## src/rtl/isqrt_seq.sv

```systemverilog
// Sequential integer square root: one root bit per clock, valid/ready on both sides.
// Define ISQRT_ROUND_EN to report round-to-nearest root instead of floor.
module isqrt_seq #(
   parameter int WIDTH = 32
) (
   input  logic                 clk,
   input  logic                 rst_n,
   input  logic                 in_valid,
   output logic                 in_ready,
   input  logic [WIDTH-1:0]     in_data,
   output logic                 out_valid,
   input  logic                 out_ready,
   output logic [WIDTH/2-1:0]   out_root,
   output logic [WIDTH/2:0]     out_rem,
   output logic                 busy
);
   localparam int RW = WIDTH / 2;
   localparam int CW = (RW > 1) ? $clog2(RW) : 1;

   typedef enum logic [1:0] {IDLE, CALC, DONE} state_t;

   state_t          state_q, state_d;
   logic [WIDTH-1:0] rad_q, rad_d;
   logic [RW-1:0]   root_q, root_d;
   logic [RW+1:0]   rem_q, rem_d;
   logic [CW-1:0]   cnt_q, cnt_d;
   logic [RW-1:0]   oroot_q, oroot_d;
   logic [RW:0]     orem_q, orem_d;

   logic [RW+1:0]   rem_sh, trial, rem_it;
   logic [RW-1:0]   root_it, fin_root;
   logic            ge, last;

   always_comb begin
      rem_sh  = (rem_q << 2) | {{RW{1'b0}}, rad_q[WIDTH-1 -: 2]};
      trial   = {root_q, 2'b01};
      ge      = (rem_sh >= trial);
      rem_it  = ge ? (rem_sh - trial) : rem_sh;
      root_it = (root_q << 1) | {{(RW-1){1'b0}}, ge};
      last    = (cnt_q == CW'(RW-1));
`ifdef ISQRT_ROUND_EN
      // rem > root means x is past (root+0.5)^2; saturate instead of wrapping
      fin_root = ((rem_it[RW:0] > {1'b0, root_it}) && !(&root_it)) ? root_it + 1'b1 : root_it;
`else
      fin_root = root_it;
`endif
   end

   always_comb begin
      state_d = state_q;
      rad_d   = rad_q;
      root_d  = root_q;
      rem_d   = rem_q;
      cnt_d   = cnt_q;
      oroot_d = oroot_q;
      orem_d  = orem_q;
      case (state_q)
         IDLE: begin
            if (in_valid) begin
               rad_d   = in_data;
               root_d  = '0;
               rem_d   = '0;
               cnt_d   = '0;
               state_d = CALC;
            end
         end
         CALC: begin
            rad_d  = rad_q << 2;
            root_d = root_it;
            rem_d  = rem_it;
            cnt_d  = cnt_q + 1'b1;
            if (last) begin
               oroot_d = fin_root;
               orem_d  = rem_it[RW:0];
               state_d = DONE;
            end
         end
         DONE: begin
            if (out_ready) state_d = IDLE;
         end
         default: state_d = IDLE;
      endcase
   end

   always_ff @(posedge clk or negedge rst_n) begin
      if (!rst_n) begin
         state_q <= IDLE;
         rad_q   <= '0;
         root_q  <= '0;
         rem_q   <= '0;
         cnt_q   <= '0;
         oroot_q <= '0;
         orem_q  <= '0;
      end else begin
         state_q <= state_d;
         rad_q   <= rad_d;
         root_q  <= root_d;
         rem_q   <= rem_d;
         cnt_q   <= cnt_d;
         oroot_q <= oroot_d;
         orem_q  <= orem_d;
      end
   end

   assign in_ready  = (state_q == IDLE);
   assign out_valid = (state_q == DONE);
   assign busy      = (state_q != IDLE);
   assign out_root  = oroot_q;
   assign out_rem   = orem_q;
endmodule

```

## config.mk

```make
export PLATFORM = sky130hd
export DESIGN_NAME = isqrt_seq
export DESIGN_NICKNAME = d
export VERILOG_FILES = /design/src/rtl/isqrt_seq.sv
export SDC_FILE = /design/constraint.sdc
export NUM_CORES = 1
export LEC_CHECK = 0
export CORE_MARGIN = 2
export CORE_UTILIZATION = 56
export CTS_CLUSTER_DIAMETER = 80
export CTS_CLUSTER_SIZE = 30
export DETAILED_ROUTE_END_ITERATION = 6
export GPL_TIMING_DRIVEN = 0
export PLACE_DENSITY = 0.8
export REMOVE_ABC_BUFFERS = 1
export SYNTH_ARGS = -nofsm -noshare
export SYNTH_HDL_FRONTEND = slang
export SYNTH_SLANG_ARGS = --single-unit
```

## constraint.sdc

```tcl
create_clock -name clk -period 3.3 [get_ports clk]
set_input_delay 0.66 -clock clk [delete_from_list [all_inputs] [get_ports clk]]
set_output_delay 0.66 -clock clk [all_outputs]
set_load 0.02 [all_outputs]
```

# ---- Word level (Yosys, flattened, before mapping)
# Index checks and enable logic that the tools add are counted.
# W data, S select, Z words.
dict set report word_totals {
  register_bits 103
  in_bits 36
  out_inout_bits 36
  word_cells 37
}
dict set report classes {
  n_addsub 2
  order_cmp 1
  n_eq_ne 6
  mux 13
  bitwise 2
  n_reduce_logical 6
}
# cell count
set ops {}
lappend ops {{$pmux W16 S2} 2}
lappend ops {{$pmux W32 S2} 1}
lappend ops {{$mux W16} 2}
lappend ops {{$mux W32} 1}
lappend ops {{$ge A18 B18 Y1} 1}
lappend ops {{$or A18 B2 Y18} 1}
lappend ops {{$mux W17} 1}
lappend ops {{$sub A17 B17 Y17} 1}
lappend ops {{$or A16 B1 Y16} 1}
lappend ops {{$pmux W4 S2} 1}
lappend ops {{$mux W2} 3}
lappend ops {{$pmux W2 S3} 1}
lappend ops {{$add A4 B1 Y4 const B} 1}
lappend ops {{$eq A4 B4 Y1 const B} 1}
lappend ops {{$mux W4} 1}
lappend ops {{$ne A2 B2 Y1 const B} 2}
lappend ops {{$reduce_and A2 Y1} 2}
lappend ops {{$reduce_bool A2 Y1} 2}
lappend ops {{$reduce_and A3 Y1} 1}
lappend ops {{$eq A2 B1 Y1 const B} 1}
lappend ops {{$eq A2 B2 Y1 const B} 1}
lappend ops {{$logic_not A2 Y1} 1}
lappend ops {{$ne A2 B1 Y1 const B} 1}

# ---- Depth between registers and ports, before layout
dict set report logic_depth {
  depth_word 4
  depth_mapped 10
  depth_no_buf 8
}

# ---- Worst setup path before layout
# OpenSTA, ideal clock, no wires.
dict set report synth_path {
  kind {reg-to-reg}
  from {register rem_q[13]}
  to {register rem_q[3]}
  setup_ns 0.122
  arrival_time_ns 2.163
  required_time_ns 3.178
  path_slack_ns 1.016
  path_stages_with_launch 8
  n_path_buf 1
  period_less_slack_ns 2.284
  cell_sequence {dfrtp_1 -> ha_1 -> buf_6 -> a21o_1 -> or3_4 -> o22a_4 -> or3_1 -> a32o_1}
}
dict set report synth_via {
  elab_chain_cells 4
}
# item line_no
set synth_lines {}
lappend synth_lines {{start: declaration} 25} ;# logic [RW+1:0] rem_q, rem_d;
lappend synth_lines {{start signal: assignment} 98} ;# rem_q <= rem_d;
lappend synth_lines {{$or A18 B2 Y18} 35} ;# rem_sh = (rem_q << 2) | {{RW{1'b0}}, rad_q[WIDTH-1 -: 2]};
lappend synth_lines {{$ge A18 B18 Y1} 37} ;# ge = (rem_sh >= trial);
lappend synth_lines {{$mux W17} 38} ;# rem_it = ge ? (rem_sh - trial) : rem_sh;
lappend synth_lines {{$pmux W16 S2} 57} ;# case (state_q)
# No other way between the ends.
# A chain may end at the register's enable or synchronous reset.

# ---- Worst setup path in the final report
dict set report layout_path {
  from {register rem_q[13]}
  to {register rem_q[0]}
}
# The elaborated chain is that of the path after synthesis.

==> key figures <==
Synth
  • Sequential element share of the synthesized area: 0.4496
  • Mapped Avg Cell Area: 9.028 µm²
  • Syn. warnings: 0
  • Synth Instances: 635
  • Yosys top cell by area: dfrtp_1
  • Synth cell types: 62
  • Top cell type's share of synthesized area: 0.4496
  • Ranking of synthesized cells by area: dfrtp_1 (45%), o21ai_0 (6.8%), a21oi_1 (4.8%)
  • Mapped Area: 0.005733 mm²
  • Yosys reg bits: 103
  • Ys flop type: dfrtp_1
  • Share of flip-flops with an asynchronous set or reset: 1.000
  • Post-synth EDFFs: 0

Layout
  • Final std cells w/o fill: 811
  • Fillers: 802
  • Inserted Diodes: 0
  • Post-route design area: 0.006743 mm²
  • Nets: 728
  • Layout cells sized above 1: 0.06195
  • Area Overhead vs Synth: 17.61%

Floorplanning
  • I/O Pins: 72
  • Die area: 0.01106 mm²
  • Number of core rows: 36
  • Die Span Y: 105.2 µm
  • Die width: 105.2 µm
  • Core Area: 0.009864 mm²
  • Initial Util: 0.5812

Critical path
  • R2R setup slack: 0.19 ns
  • Crit-path cells: ha_1 -> a21o_1 -> or3_4 -> o22ai_2 -> a21oi_1 -> o31ai_1
  • CP peak stage delay: 0.94 ns
  • Critical path class: flop to flop
  • Critical path's top delay family: compound AO/OA/AOI/OAI gates
  • CP arrival: 3.41 ns
  • Crit Path Max Fanout: 28
  • Critical path endpoint category: flop
  • Crit path buffers/inverters: 0
  • Slowest stage cell, crit path: o22ai_2
  • Req. time, crit path: 3.60 ns
  • CP Launch Type: flop

Power
  • Sw Ratio: 0.4693
  • Comb pwr share: 0.605
  • Flop pwr share: 0.287
  • Clock power share: 0.108
  • Lkg Pwr: 2.800 nW
  • P_sw: 3.713 mW
  • Cell-internal power: 4.199 mW
  • Pwr Density: 1173 mW/mm²
  • Total power: 7.911 mW
  • Peak supply drop: 0.0006403 V

CTS
  • CTS tree: built
  • Clk Latency, worst-skew pair: 0.40 ns
  • Worst-path clk slew: 0.10 ns
  • Clk sinks: 103
  • Postcts setup bufs: 0
  • Clock root buffer: clkbuf_8
  • H-tree lvl count: 3
  • Post-CTS sizing: 2
  • Hold-fix buffers, CTS: 0
  • CTS buffer count: 9
  • Clock Path Buffers: 2

GRT
  • Met1 global-route usage: 0.3210
  • Total track usage: 0.2575
  • Most used routing layer: met2
  • Global-route wire length before repair: 23.03 mm
  • Largest net degree at the start of global routing: 60
  • Antenna violations before repair: 0
  • Vias in the first global route: 4898
  • Grt ovf: 0
  • Met2 Use GR: 0.4318
  • GR Util met3: 0.06987

Timing
  • Slew Limit Fails: 0
  • Final setup skew: 0.01636 ns
  • Worst Tran Pin Value: 1.285 ns
  • Setup slack after layout: 0.1905 ns
  • Setup Viol. Count Final: 0
  • Max_slew headroom: 0.1403
  • Final Hold Viols: 0
  • RSZ-0062 raised after global routing: no
  • Setup TNS: 0 ns
  • F_max: 321.6 MHz
  • Min Tclk post-route: 3.110 ns
  • Final Cycle Share: 0.9423

Run status
  • Status: finished clean

Routing
  • Drt drc: 0
  • Initial DRC count: 273
  • Pre-Repair DR Iteration Count: 5
  • Via density: 6.153
  • Routed wire length: 13.66 mm
  • DR WL/cell: 16.84 µm
  • Via count: 4990
  • Antenna viol nets, final: 0

Run
  • MaxCap Viol Count: 0

Place
  • DP Area: 0.006519 mm²
  • Buffers on Ports: 71
  • GP Congestion: 0.8881
  • Post-Place Worst Slack: -0.5015 ns
  • DP HPWL: 9.320 mm
  • Placed cells: 795

Worst hold path
  • Hold Path Class: input port to async pin
==> layout by cell type, fill, tap and decap left out, types with 18 or more instances in the layout <==
cell type,instances
clkdlybuf4s50_1,70
nor2b_1,33
o21ai_0,78
ha_1,19
nand2_1,67
a22oi_1,29
inv_1,21
dfrtp_1,101
a21oi_1,55
o31ai_1,18
==> worst paths after layout <==
check,startpoint,to,depth (start not counted)
setup reg to reg,rem_q[13],rem_q[0],6
hold / removal,rst_n,root_q[15],1
min in group clk,out_rem[14],out_rem[14],2
max in group asynchronous,rst_n,state_q[1],2
setup / recovery,rem_q[13],rem_q[0],6
hold reg to reg,out_rem[14],out_rem[14],2
==> worst register-to-register path: stages (launching register included) <==
cell     delay, ns
dfrtp_1       0.43
ha_1          0.44
a21o_1        0.26
or3_4         0.36
o22ai_2       0.94
a21oi_1       0.25
o31ai_1       0.32
==> metal layers <==
metal	vias up	routed length (µm)	share of wire
met4	0	198	0.014
met5	-	0	0
met2	166	6785	0.50
met3	21	879	0.064
met1	2417	5797	0.42
li1	2386	-	-
==> Yosys cell counts, types with 5 or more instances <==
| master | count |
|---|---|
| a21o_1 | 5 |
| a21oi_1 | 55 |
| a22oi_1 | 29 |
| a41oi_1 | 6 |
| and2_1 | 6 |
| buf_2 | 9 |
| clkbuf_1 | 31 |
| dfrtp_1 | 103 |
| ha_1 | 19 |
| inv_1 | 21 |
| nand2_1 | 67 |
| nand2b_1 | 7 |
| nand3_1 | 13 |
| nand4_1 | 13 |
| nor2_1 | 14 |
| nor2b_1 | 35 |
| nor3_1 | 11 |
| o211ai_1 | 6 |
| o21a_1 | 6 |
| o21ai_0 | 78 |
| o31ai_1 | 18 |
==> state kept, by name (all words and copies together) (netlist names) <==
signal / count
cnt_q: 4
out_rem: 17
out_root: 16
rad_q: 32
rem_q: 16
root_q: 16
state_q: 2
==> cell type report <==
| cell class | instances | area, µm² | area share |
|---|---|---|---|
| repair buffers | 76 | 813.3 | 0.1206 |
| clock inverters | 5 | 65.06 | 0.009649 |
| multi-input cells | 462 | 2888 | 0.4283 |
| inverters | 21 | 78.83 | 0.01169 |
| well taps | 133 | 166.4 | 0.02468 |
| flip-flops and latches | 103 | 2580 | 0.3826 |
| clock buffers | 11 | 151.4 | 0.02245 |
==> power by group through the flow <==
stage               clock network (mW)  registers, mW  logic (mW)
finish                           0.857           2.27        4.79
global route                     0.916           2.34        5.29
CTS                              0.879           2.26        4.76
detailed placement                   0           2.28        4.73
global placement                     0           2.25        4.48
floorplan                            0           2.36        3.18
==> through the flow <==
stage | hold WS (ns) | utilization
floorplan | 0.3644 | -
global placement | 0.4600 | 0.6479
detailed placement | 0.4699 | 0.6608
CTS | 0.2724 | 0.6832
global route | 0.3046 | 0.6835
finish | 0.2665 | 0.6835
==> logic make-up (layout without fill, tap and decap cells) <==
group,Yosys count,in the layout,share of synthesized area
AO/OA/AOI/OAI,241,241,0.2663
AND/OR/NAND/NOR,189,189,0.1696
flip-flops,103,103,0.4496
buffers and inverters,70,113,0.05194
adder cells (fa/ha/maj),19,19,0.04147
XOR/XNOR,8,8,0.01222
multiplexers,5,5,0.008948
Power figures use the tool's default switching activity.
